==> config.mk <==
export PLATFORM = sky130hd
export DESIGN_NAME = piso_serializer
export DESIGN_NICKNAME = d
export VERILOG_FILES = /design/src/rtl/piso_pkg.sv /design/src/rtl/sync_fifo.sv /design/src/rtl/piso_serializer.sv
export SDC_FILE = /design/constraint.sdc
export NUM_CORES = 1
export LEC_CHECK = 0
export ABC_AREA = 1
export BUFFER_PORTS_ARGS = -buffer_cell sky130_fd_sc_hd__buf_2
export CAP_MARGIN = 0
export CORE_UTILIZATION = 50
export DETAILED_ROUTE_END_ITERATION = 10
export GPL_TIMING_DRIVEN = 0
export HOLD_SLACK_MARGIN = 0.05
export PLACE_DENSITY = 0.68
export SYNTH_ARGS = -nofsm -noshare
export SYNTH_HDL_FRONTEND = slang
export SYNTH_SLANG_ARGS = --single-unit
==> constraint.sdc <==
create_clock -name clk_i -period 2.12 [get_ports clk_i]
set_clock_uncertainty 0.2 [all_clocks]
set_input_delay 0.106 -clock clk_i [delete_from_list [all_inputs] [get_ports clk_i]]
set_output_delay 0.106 -clock clk_i [all_outputs]
set_load 0.01 [all_outputs]
==> src/rtl/piso_pkg.sv <==
// Shared constants for the parallel-in/serial-out serializer.
package piso_pkg;
    localparam int DEF_DATA_W     = 8;
    localparam int DEF_FIFO_DEPTH = 4;

    // One-hot shifter states
    localparam logic [1:0] S_IDLE  = 2'b01;
    localparam logic [1:0] S_SHIFT = 2'b10;
endpackage

==> src/rtl/sync_fifo.sv <==
// Plain synchronous FIFO: push/pop are trusted, no handshake logic here.
module sync_fifo
    import piso_pkg::*;
#(
    parameter int DATA_W     = DEF_DATA_W,
    parameter int FIFO_DEPTH = DEF_FIFO_DEPTH,
    parameter int CNT_W      = $clog2(FIFO_DEPTH + 1)
) (
    input  logic              clk_i,
    input  logic              rst_i,
    input  logic              push,
    input  logic              pop,
    input  logic [DATA_W-1:0] wr_data,
    output logic [DATA_W-1:0] rd_data,
    output logic [CNT_W-1:0]  count,
    output logic              full,
    output logic              empty
);
    localparam int PTR_W = $clog2(FIFO_DEPTH);

    logic [DATA_W-1:0] mem [FIFO_DEPTH];
    logic [PTR_W-1:0]  wr_ptr;
    logic [PTR_W-1:0]  rd_ptr;

    // Storage array; contents need no reset since count gates every read
    always_ff @(posedge clk_i) begin
        if (push) mem[wr_ptr] <= wr_data;
    end

    // Pointers wrap naturally because the depth is a power of two
    always_ff @(posedge clk_i) begin
        if (!rst_i) begin
            wr_ptr <= '0;
            rd_ptr <= '0;
            count  <= '0;
        end else begin
            if (push) wr_ptr <= wr_ptr + PTR_W'(1);
            if (pop)  rd_ptr <= rd_ptr + PTR_W'(1);
            case ({push, pop})
                2'b10:   count <= count + CNT_W'(1);
                2'b01:   count <= count - CNT_W'(1);
                default: count <= count;
            endcase
        end
    end

    assign rd_data = mem[rd_ptr];
    assign full    = (count == CNT_W'(FIFO_DEPTH));
    assign empty   = (count == '0);
endmodule

==> src/rtl/piso_serializer.sv <==
// Parallel words in through a FIFO, shifted out one bit per serial beat.
module piso_serializer
    import piso_pkg::*;
#(
    parameter int DATA_W     = DEF_DATA_W,
    parameter int FIFO_DEPTH = DEF_FIFO_DEPTH,
    parameter int MSB_FIRST  = 1,
    parameter int CNT_W      = $clog2(FIFO_DEPTH + 1)
) (
    input  logic              clk_i,
    input  logic              rst_i,
    input  logic [DATA_W-1:0] data_i,
    input  logic              valid_i,
    output logic              ready_o,
    output logic              data_o,
    output logic              valid_o,
    output logic              last_o,
    input  logic              ready_i,
    output logic [CNT_W-1:0]  fill_o,
    output logic              busy_o
);
    localparam int              BIT_W    = $clog2(DATA_W);
    localparam logic [BIT_W-1:0] LAST_IDX = BIT_W'(DATA_W - 1);

    logic [1:0]        state;
    logic [BIT_W-1:0]  cnt;
    logic [DATA_W-1:0] shreg;
    logic [DATA_W-1:0] fifo_head;
    logic [CNT_W-1:0]  fifo_count;
    logic              fifo_full;
    logic              fifo_empty;
    logic              push;
    logic              pop;
    logic              busy;
    logic              beat;
    logic              last_bit;
    logic [BIT_W-1:0]  bit_idx;

    // ready_o comes from the registered count only, so a full FIFO never
    // accepts a word even if a pop happens in the same cycle
    assign ready_o  = rst_i & ~fifo_full;
    assign push     = valid_i & ready_o;
    assign busy     = (state == S_SHIFT);
    assign last_bit = (cnt == LAST_IDX);
    assign beat     = busy & ready_i;
    // Reload straight from the last beat keeps back-to-back words gap-free
    assign pop      = ~fifo_empty & ((state == S_IDLE) | (beat & last_bit));
    assign bit_idx  = (MSB_FIRST != 0) ? (LAST_IDX - cnt) : cnt;

    sync_fifo #(
        .DATA_W     (DATA_W),
        .FIFO_DEPTH (FIFO_DEPTH),
        .CNT_W      (CNT_W)
    ) u_fifo (
        .clk_i   (clk_i),
        .rst_i   (rst_i),
        .push    (push),
        .pop     (pop),
        .wr_data (data_i),
        .rd_data (fifo_head),
        .count   (fifo_count),
        .full    (fifo_full),
        .empty   (fifo_empty)
    );

    // Shifter FSM: load from FIFO head, advance bit counter on each beat
    always_ff @(posedge clk_i) begin
        if (!rst_i) begin
            state <= S_IDLE;
            cnt   <= '0;
            shreg <= '0;
        end else begin
            case (state)
                S_IDLE: begin
                    if (!fifo_empty) begin
                        shreg <= fifo_head;
                        cnt   <= '0;
                        state <= S_SHIFT;
                    end
                end
                S_SHIFT: begin
                    if (beat) begin
                        if (!last_bit) begin
                            cnt <= cnt + BIT_W'(1);
                        end else if (!fifo_empty) begin
                            shreg <= fifo_head;
                            cnt   <= '0;
                        end else begin
                            state <= S_IDLE;
                        end
                    end
                end
                default: state <= S_IDLE;
            endcase
        end
    end

    // Outputs come from registered state; rst_i forces them quiet while held
    assign valid_o = rst_i & busy;
    assign data_o  = rst_i & busy & shreg[bit_idx];
    assign last_o  = rst_i & busy & last_bit;
    assign busy_o  = rst_i & busy;
    assign fill_o  = rst_i ? fifo_count : '0;
endmodule

==> flow_summary_export.csv, run 1 <==
group,metric,value,unit
synth,synth_ff_type,"edfxtp_1",
synth,synth_top_area_share,38.79,%
synth,syn_area_per_cell,9.108,um2
clocking,h-tree-depth,2,
global_route,grt_pass1_wl,7.155,mm
die,die_w,72.39,um
synth,synth_common_cells,"59 x nor2_1, 47 x nand2_1, 34 x inv_1",
route,drtPass1Iterations,4,
clocking,clk_latency,300,ps
clocking,cts_root_buffer,"clkbuf_8",
route,routed-wl-met3,216,um
outcome,status,"finished, final reports clean",
clocking,clk_path_buf_depth,2,
sta,maxSlewViolCount,0,
global_route,grt_max_degree,18,
cells_and_area,final_area,0.003027,mm2
worst_hold_path,hold_depth,2,
critical_path,path_delay_family,"adder cells",
cells_and_area,post-route-util,63.66,%
cells_and_area,fin_nets,335,
route,drt-met1-wl,2.030,mm
cells_and_area,drive_gt1_share,22.47,%
critical_path,cp.depth,13,
clocking,clock_sinks,54,
sta,rsz0062_at_grt,"true",
placed_design,gp_congestion,0.7062,
pwr,power_density,1248,mW/mm2
synth,yosys_register_bits,54,
sta,hold_slack,298.5,ps
synth,synth_area_leaders,"edfxtp_1 39%, dfxtp_1 18%, nor2_1 8.9%",
pwr,p_int,2437,uW
sta,setup_viol,0,
die,die_area,0.005240,mm2
critical_path,r2r_cells,13,
pwr,clock_power_share,21.2,%
synth,synth.net_count,292,
pwr,pwr-share-seq,36.3,%
die,start_util,52.11,%
synth,yosys.area.top_type,"edfxtp_1",
die,ios,20,
placed_design,place_area,0.002704,mm2
route,drt_iter0_markers,80,
job,maxCapViolCount,0,
critical_path,criticalPathCategory,"reg2reg",
synth,synthArstFlopShare,0,%
cells_and_area,diodes,0,
synth,seq_area_frac_synth,56.57,%
pwr,p_switching,1341,uW
clocking,cts_tree,"built",
critical_path,worstPathMaxFanout,2,
synth,synth_most_common_cell,"nor2_1",
global_route,antenna_found_initial,0,
route,vias,1815,
synth,synth-edff-count,32,
placed_design,hpwl,2.909,mm
route,vias_per_cell,4.739,
global_route,grt_usage,18.47,%
cells_and_area,syn_to_final_growth,22.17,%
critical_path,cp_cell_sequence,"ha_4 -> ha_4 -> nand2_4 -> nand2_4 -> nand3_4 -> inv_4 -> ha_4 -> inv_4 -> fa_2 -> nand2_2 -> nand3_2 -> o21ai_2 -> a21oi_1",
route,antenna_left,0,
worst_hold_path,min_path_type,"reg2reg",
critical_path,cp-end-kind,"flop",
sta,max_freq,0.4765,GHz
route,wire_per_inst,11.71,um
global_route,overflow,0,
placed_design,placement.io_buffers,19,
synth,synthDistinctLibCells,26,
critical_path,crit_top_cell,"ha_4",
pwr,comb_power_share,42.4,%
critical_path,cp_slowest_cell,"fa_2",
critical_path,critPathArrivalTime,2100,ps
die,rows,25,
critical_path,worst_ep_required_time,2120,ps
pwr,swShare,35.49,%
cells_and_area,stdcell_count,383,
route,wirelength,4.484,mm
global_route,grt_pass1_vias,1603,
critical_path,start_kind,"flop",
synth,ys.warnings.count,0,
critical_path,path_buf_inv,2,
route,route.met2.wl,2.136,mm
clocking,path_clk_slew,90,ps
pwr,power_leakage,0.001324,uW
sta,fin_tns_setup,0,ps
route,top_layer,"met4",
synth,synth_area,0.002477,mm2
route,drc,0,
die,core-area,0.004755,mm2
clocking,cts_buffers,5,
placed_design,dp_cells,358,
critical_path,slowest_delay,380,ps
sta,tightestPinTransition,856.4,ps
sta,slew_headroom,42.70,%
sta,fin_crit_sh,99.00,%
sta,hold_viol_final,0,
pwr,peakVddDrop,627.4,uV
die,die_y,72.39,um
sta,post-route-min-period,2099,ps
synth,synth_cells,272,
[timing repair]
item | CTS | global route
buffers inserted | 3 | 4
hold buffers | 11 | 0
resized for setup | 3 | 5
endpoints found under the setup margin | 2 | 9
pin swaps | 1 | 5
endpoints found under the hold margin | 48 | 0
[registers in the layout (all words and copies together) (netlist names), named ones only]
| name | cells |
|---|---|
| state | 2 |
| u_fifo.count | 3 |
| cnt | 3 |
| u_fifo.wr_ptr | 2 |
| u_fifo.rd_ptr | 2 |
| u_fifo.mem | 32 |
| shreg | 8 |
[metrics by stage]
step / power, uW / setup WS [ps]
floorplan: 2510 / 20.20
global placement: 2777 / -103.0
finish: 3778 / 21.16
global route: 4049 / -72.24
CTS: 3694 / -9.471
detailed placement: 2802 / -134.7
[layout by cell type (no fill, tap or decap), types with 2 or more instances in the layout]
| cell type | instances |
|---|---|
| bufinv_16 | 2 |
| o21ai_0 | 19 |
| buf_6 | 4 |
| o21ai_1 | 2 |
| inv_4 | 2 |
| dlygate4sd3_1 | 11 |
| nand2_1 | 45 |
| nand2_2 | 6 |
| ha_1 | 4 |
| edfxtp_1 | 32 |
| dfxtp_1 | 20 |
| inv_2 | 5 |
| ha_4 | 3 |
| buf_2 | 21 |
| nand3_1 | 8 |
| nor2_1 | 59 |
| nand3_4 | 2 |
| clkbuf_8 | 7 |
| inv_1 | 32 |
| buf_4 | 8 |
| a21oi_1 | 8 |
| o21ai_2 | 2 |
| nand2_4 | 2 |
| nand3_2 | 2 |
[worst min-delay path, cell delays in order (launching register included)]
cell and delay (ps):
dfxtp_1 330, nand2_2 70, a21oi_2 50
[cell families (layout without fill, tap and decap cells)]
logic type | after synthesis | after routing | synth area share, %
AOI/OAI and AO/OA | 35 | 35 | 7.577
xor gates and xnor gates | 1 | 1 | 0.3536
adders and majority gates | 8 | 8 | 4.343
buffers and inverters | 49 | 93 | 10.00
DFF | 54 | 54 | 56.57
and+or+nand+nor | 125 | 125 | 21.16
[routing by layer]
layer	global-route usage, %	vias up
met5	0	-
met3	4.722	9
li1	-	946
met4	9.150	0
met2	29.70	50
met1	23.18	810
[final timing paths]
kind                                   to                          start  slack, ps
max          u_fifo.count[2]$_SDFFE_PN0P_            cnt[1]$_SDFFE_PN0P_         20
min                                  flop  u_fifo.rd_ptr[1]$_SDFFE_PN0N_        300
max reg2reg  u_fifo.count[2]$_SDFFE_PN0P_            cnt[1]$_SDFFE_PN0P_         20
min reg2reg                          flop  u_fifo.rd_ptr[1]$_SDFFE_PN0N_        300
[area by class of cell]
type	instances	area (um2)
Clock inverter	3	68.82
Buffer	9	90.09
Timing Repair Buffer	37	257.7
Multi-Input combinational cell	169	899.6
Tap cell	67	83.83
Fill cell	398	1728
Sequential cell	54	1406
Clock buffer	5	68.82
Inverter	39	151.4
[power by group through the flow]
stage / logic [uW] / registers [uW] / clock network [uW]
2_1_floorplan: 1130 / 1380 / 0
6_report: 1600 / 1370 / 802
3_5_place_dp: 1400 / 1400 / 0
5_1_grt: 1800 / 1400 / 851
4_1_cts: 1500 / 1370 / 815
3_3_place_gp: 1380 / 1400 / 0
Power figures use the tool's default switching activity.
==> inputs of run 2 (changes only) <==
--- a/config.mk
+++ b/config.mk
@@ -12,7 +12,7 @@
 export DETAILED_ROUTE_END_ITERATION = 10
 export GPL_TIMING_DRIVEN = 0
 export HOLD_SLACK_MARGIN = 0.05
-export PLACE_DENSITY = 0.68
+export PLACE_DENSITY_LB_ADDON = 0.05
 export SYNTH_ARGS = -nofsm -noshare
 export SYNTH_HDL_FRONTEND = slang
 export SYNTH_SLANG_ARGS = --single-unit
==> run 2 against run 1 <==
- sequential share of layout area rose by 0.78 points
- largest cell class unchanged
- clock-buffer cell count did not move
- the flow now finishes with violations (negative setup slack)
- power fell by 7.0%
- sequential power barely moved
- utilization fell by 1.1 points
==> flow_summary_export.csv, run 2 (synthesis results as in run 1) <==
group,metric,value,unit
global_route,grt_pass1_vias,1682,
sta,tightestPinTransition,790.3,ps
cells_and_area,final_area,0.002977,mm2
critical_path,criticalPathCategory,"reg2reg",
sta,max_freq,0.4695,GHz
critical_path,critPathArrivalTime,2130,ps
sta,fin_ws,-9.982,ps
clocking,clk_latency,300,ps
sta,hold_slack,303.2,ps
clocking,cts_root_buffer,"clkbuf_8",
die,rows,25,
cells_and_area,largest_reg_flops,32,
pwr,power_leakage,0.001299,uW
critical_path,cp_cell_sequence,"ha_4 -> nand2_4 -> nand2_4 -> nand3_4 -> inv_2 -> ha_4 -> inv_4 -> fa_2 -> nand2_2 -> nand3_2 -> o21ai_2 -> a21oi_1",
placed_design,dp_cells,358,
pwr,power_density,1181,mW/mm2
cells_and_area,seq_area,0.001406,mm2
route,antenna_left,0,
cells_and_area,post-route-util,62.61,%
worst_hold_path,min_path_type,"reg2reg",
outcome,violations,"negative setup slack",
clocking,h-tree-depth,2,
route,vias,1812,
critical_path,cp-end-kind,"flop",
sta,post-route-min-period,2130,ps
worst_hold_path,hold_depth,2,
die,ios,20,
job,maxCapViolCount,0,
critical_path,r2r_cells,12,
die,core-area,0.004755,mm2
cells_and_area,diodes,0,
critical_path,r2r_start,"cnt[2]$_SDFFE_PN0P_",
placed_design,hpwl,3.121,mm
critical_path,r2r-end,"u_fifo.count[2]$_SDFFE_PN0P_",
cells_and_area,stdcell_count,383,
cells_and_area,final_common_cell,"nor2_1",
die,die_y,72.39,um
sta,fin_crit_sh,100.5,%
critical_path,slowest_delay,460,ps
global_route,grt_usage,19.60,%
pwr,peakVddDrop,883.5,uV
critical_path,start_kind,"flop",
sta,rsz0062_at_grt,"true",
global_route,antenna_found_initial,0,
critical_path,worstPathMaxFanout,4,
route,wire_per_inst,12.12,um
worst_hold_path,holdCritStartpoint,"u_fifo.rd_ptr[1]$_SDFFE_PN0N_",
global_route,grt_pass1_wl,7.721,mm
placed_design,gp_congestion,0.7427,
cells_and_area,regMostFlops,"u_fifo.mem",
placed_design,placement.io_buffers,19,
die,die_area,0.005240,mm2
critical_path,cp_slowest_cell,"dfxtp_1",
clocking,clk_path_buf_depth,2,
cells_and_area,drive_gt1_share,22.78,%
placed_design,pre_cts_slack,-121.0,ps
sta,maxSlewViolCount,0,
clocking,cts_tree,"built",
cells_and_area,syn_to_final_growth,20.15,%
clocking,clock_sinks,54,
route,drt_iter0_markers,108,
global_route,grt_max_degree,18,
route,drc,0,
outcome,status,"finished, violations left",
route,drtPass1Iterations,4,
critical_path,path_delay_family,"adder cells",
clocking,path_clk_slew,100,ps
cells_and_area,multi_input_area,899.6,um2
clocking,cts_buffers,5,
die,die_w,72.39,um
cells_and_area,n_fill_cell,446,
cells_and_area,reg_top3,"u_fifo.mem (32), shreg (8)",
route,vias_per_cell,4.731,
die,start_util,52.11,%
sta,hold_viol_final,0,
cells_and_area,fin_nets,335,
critical_path,path_buf_inv,2,
sta,slew_headroom,47.12,%
global_route,overflow,0,
placed_design,place_area,0.002704,mm2
critical_path,worst_ep_required_time,2120,ps
critical_path,reg2reg_slack,-10,ps
route,wirelength,4.642,mm
sta,setup_viol,1,
cells_and_area,final_cell_mix,"59 x nor2_1, 45 x nand2_1, 32 x edfxtp_1",
-- run 2: worst max path at each step --
| stage | from | depth (start not counted) | endpoint |
|---|---|---|---|
| after CTS | cnt[1]$_SDFFE_PN0P_ | 14 | u_fifo.count[2]$_SDFFE_PN0P_ |
| after detailed placement | cnt[1]$_SDFFE_PN0P_ | 15 | u_fifo.count[2]$_SDFFE_PN0P_ |
| after global placement | cnt[1]$_SDFFE_PN0P_ | 14 | u_fifo.count[2]$_SDFFE_PN0P_ |
| final | cnt[2]$_SDFFE_PN0P_ | 12 | u_fifo.count[2]$_SDFFE_PN0P_ |
| after global routing | cnt[1]$_SDFFE_PN0P_ | 13 | u_fifo.count[2]$_SDFFE_PN0P_ |
| after floorplan | cnt[1]$_SDFFE_PN0P_ | 14 | u_fifo.count[2]$_SDFFE_PN0P_ |
-- run 2: timing repair --
action,CTS,global route
endpoints found under the setup margin,2,5
hold buffers,11,0
pin swaps,3,4
hold endpoints to repair,48,0
setup buffers,4,3
gates resized for setup,1,7
-- run 2: routing by layer --
metal	vias to the layer above	track usage [%]	share of wire, %
li1	947	-	-
met1	840	26.91	50
met5	-	0	0
met4	0	5.882	1.1
met3	5	4.167	1.7
met2	20	31.26	47
-- run 2: power by group --
group	total [uW]	internal (uW)	switching (uW)
Sequential	1380	1290	84.3
Combinational	1570	651	915
Clock	571	233	338
Total	3520	2180	1340
-- run 2: tightest hold or removal path: cells and delay by family, from the launching register on --
kind	cells	cell delay, ps
AOI/OAI and AO/OA	1	60
DFF	1	340
and+or+nand+nor	1	70
-- run 2: area by class of cell --
| class | instances | share of cell area (%) |
|---|---|---|
| inverter | 39 | 5.002 |
| sequential | 54 | 47.25 |
| clock buffer | 5 | 2.312 |
| buffer | 9 | 3.026 |
| timing repair buffer | 37 | 8.659 |
| clock inverter | 3 | 0.7146 |
| multi-input combinational | 169 | 30.22 |
| tap | 67 | 2.816 |
-- run 2: per-stage QoR --
stage / total power [uW] / TNS [ps]
3_5_place_dp: 2805 / -128.0
5_1_grt: 3809 / -115.7
4_1_cts: 3472 / 0
6_report: 3515 / -9.982
3_3_place_gp: 2792 / -123.1
2_1_floorplan: 2510 / 0
==> inputs of run 3 (changes only) <==
--- a/config.mk
+++ b/config.mk
@@ -15,4 +15,5 @@
 export PLACE_DENSITY_LB_ADDON = 0.05
 export SYNTH_ARGS = -nofsm -noshare
 export SYNTH_HDL_FRONTEND = slang
+export SYNTH_HIERARCHICAL = 1
 export SYNTH_SLANG_ARGS = --single-unit
==> run 3 against run 2 <==
- the flow now finishes without violations
- non-clock buffer count down 6
- setup slack better by 15 ps
- power shrank 4.6%
- cell area shrank 1.3%
- critical path depth grew 2
- via count is 0.72% lower
- wire length up 0.43%
==> flow_summary_export.csv, run 3 <==
group,metric,value,unit
outcome,status,"finished, final reports clean",
route,wire_per_inst,13.10,um
placed_design,place_area,0.002654,mm2
placed_design,pre_cts_slack,-310.2,ps
global_route,overflow,0,
route,vias,1799,
route,drt_iter0_markers,107,
critical_path,critPathArrivalTime,2160,ps
critical_path,worst_ep_required_time,2160,ps
clocking,h-tree-depth,2,
sta,slew_headroom,72.28,%
worst_hold_path,min_path_type,"in2reg",
die,die_area,0.005155,mm2
synth,synth_common_cells,"42 x nand2_1, 40 x nor2_1, 37 x inv_1",
sta,maxSlewViolCount,0,
placed_design,placement.io_buffers,19,
clocking,clock_sinks,54,
die,die_w,71.80,um
synth,synth_cells,258,
global_route,antenna_found_initial,0,
route,wirelength,4.662,mm
cells_and_area,post-route-util,62.61,%
sta,rsz0062_at_grt,"true",
synth,seq_area_frac_synth,57.52,%
cells_and_area,final_cell_mix,"42 x nand2_1, 40 x nor2_1, 35 x inv_1",
synth,synthDistinctLibCells,26,
clocking,clk_path_buf_depth,2,
die,ios,20,
cells_and_area,largest_reg_flops,32,
cells_and_area,n_fill_cell,423,
sta,setup_viol,0,
cells_and_area,regMostFlops,"u_fifo/mem",
clocking,path_clk_slew,90,ps
cells_and_area,final_area,0.002938,mm2
synth,synth-edff-count,32,
critical_path,cp-end-kind,"flop",
clocking,cts_tree,"built",
clocking,cts_buffers,5,
placed_design,hpwl,3.200,mm
sta,max_freq,0.4729,GHz
cells_and_area,fin_nets,322,
sta,hold_viol_final,0,
clocking,clk_latency,310,ps
cells_and_area,drive_gt1_share,20.20,%
critical_path,worstPathMaxFanout,2,
cells_and_area,final_common_cell,"nand2_1",
route,drtPass1Iterations,4,
synth,ys.warnings.count,6,
placed_design,gp_congestion,0.8079,
synth,yosys.area.top_type,"edfxtp_1",
route,drc,0,
clocking,cts_root_buffer,"clkbuf_8",
synth,synthArstFlopShare,0,%
synth,synth_area_leaders,"edfxtp_1 39%, dfxtp_1 18%, nand2_1 6.5%",
sta,fin_crit_sh,99.75,%
sta,tightestPinTransition,415.8,ps
cells_and_area,diodes,0,
pwr,peakVddDrop,734.1,uV
global_route,grt_max_degree,18,
route,vias_per_cell,5.053,
synth,syn_area_per_cell,9.442,um2
route,antenna_left,0,
cells_and_area,reg_top3,"u_fifo/mem (32), shreg (8)",
global_route,grt_pass1_vias,1681,
die,rows,25,
die,die_y,71.80,um
die,core-area,0.004692,mm2
die,start_util,51.92,%
critical_path,criticalPathCategory,"reg2reg",
critical_path,start_kind,"flop",
synth,synth_ff_type,"edfxtp_1",
synth,yosys_register_bits,54,
job,maxCapViolCount,0,
sta,post-route-min-period,2115,ps
cells_and_area,syn_to_final_growth,20.60,%
global_route,grt_pass1_wl,7.617,mm
synth,synth.net_count,279,
sta,fin_ws,5.273,ps
global_route,grt_usage,19.84,%
synth,synth_most_common_cell,"nand2_1",
pwr,power_leakage,0.001276,uW
sta,fin_tns_setup,0,ps
synth,synth_top_area_share,39.45,%
synth,synth_area,0.002436,mm2
pwr,power_density,1142,mW/mm2
## run 3: cell type report
| class | count | area [um2] | area share (%) |
|---|---|---|---|
| buffer | 4 | 33.78 | 1.150 |
| inverter | 40 | 152.6 | 5.196 |
| sequential | 54 | 1410 | 48.00 |
| multi-input combinational | 160 | 912.1 | 31.05 |
| clock buffer | 6 | 72.57 | 2.470 |
| tap | 54 | 67.56 | 2.300 |
| timing repair buffer | 36 | 250.2 | 8.518 |
| clock inverter | 2 | 38.79 | 1.320 |
## run 3: cells by family (layout without fill, tap and decap cells)
kind of cell | after synthesis | after routing | share of synthesized area [%]
compound gates | 43 | 43 | 10.12
fa+ha+maj | 9 | 9 | 4.931
buf+inv | 44 | 88 | 7.550
flops | 54 | 54 | 57.52
simple gates | 108 | 108 | 19.88
## run 3: path summary, 6_finish.rpt
check	from	endpoint	slack (ps)	cells after the start
worst max-delay path	cnt[0]$_SDFFE_PN0P_	u_fifo/count[2]$_SDFFE_PN0P_	5	14
worst min-delay path	valid_i	u_fifo/wr_ptr[0]$_SDFFE_PN0P_	70	4
worst max register to register	cnt[0]$_SDFFE_PN0P_	u_fifo/count[2]$_SDFFE_PN0P_	5	14
worst min register to register	u_fifo/rd_ptr[1]$_SDFFE_PN0P_	flop	250	1
## run 3: power by group
part	internal (uW)	switching [uW]	total [uW]	leakage (uW)
registers	1270	135	1410	0.000473
logic	494	764	1260	0.000747
clock network	355	335	690	0.0000554
## run 3: metrics by stage
step | total power [uW] | hold WS (ps) | instances
after global placement | 2567 | 121.5 | 331
after global routing | 3605 | 85.68 | 356
after detailed placement | 2596 | 126.0 | 331
final | 3354 | 65.71 | 356
after floorplan | 2320 | -5.704 | 258
after CTS | 3366 | 99.15 | 355
## run 3: what timing repair did
item                                    in CTS  in global routing
hold buffers                                11                  0
setup buffers                                5                  1
endpoints found under the setup margin       2                  2
endpoints found under the hold margin       47                  0
gates resized for setup                      3                  3
pin swaps                                    3                  5
## run 3: routing by layer
metal  GRT usage [%]  vias to the layer above  share of wire (%)
li1                -                      929                  -
met1           25.74                      851                 48
met2           32.29                       17                 48
met3           5.485                        2                2.7
met4           6.536                        0               0.69
met5               0                        -                  0
## run 3: worst max-delay path, stage by stage (launching register included)
cell and delay [ps]:
dfxtp_4 370, ha_4 150, ha_4 130, nand3_2 90, nand2_4 100, inv_4 40, nor2_8 90, ha_4 140
inv_2 40, fa_2 360, nand2_1 90, nand3_1 80, nand2_1 60, inv_1 30, nor2_1 80
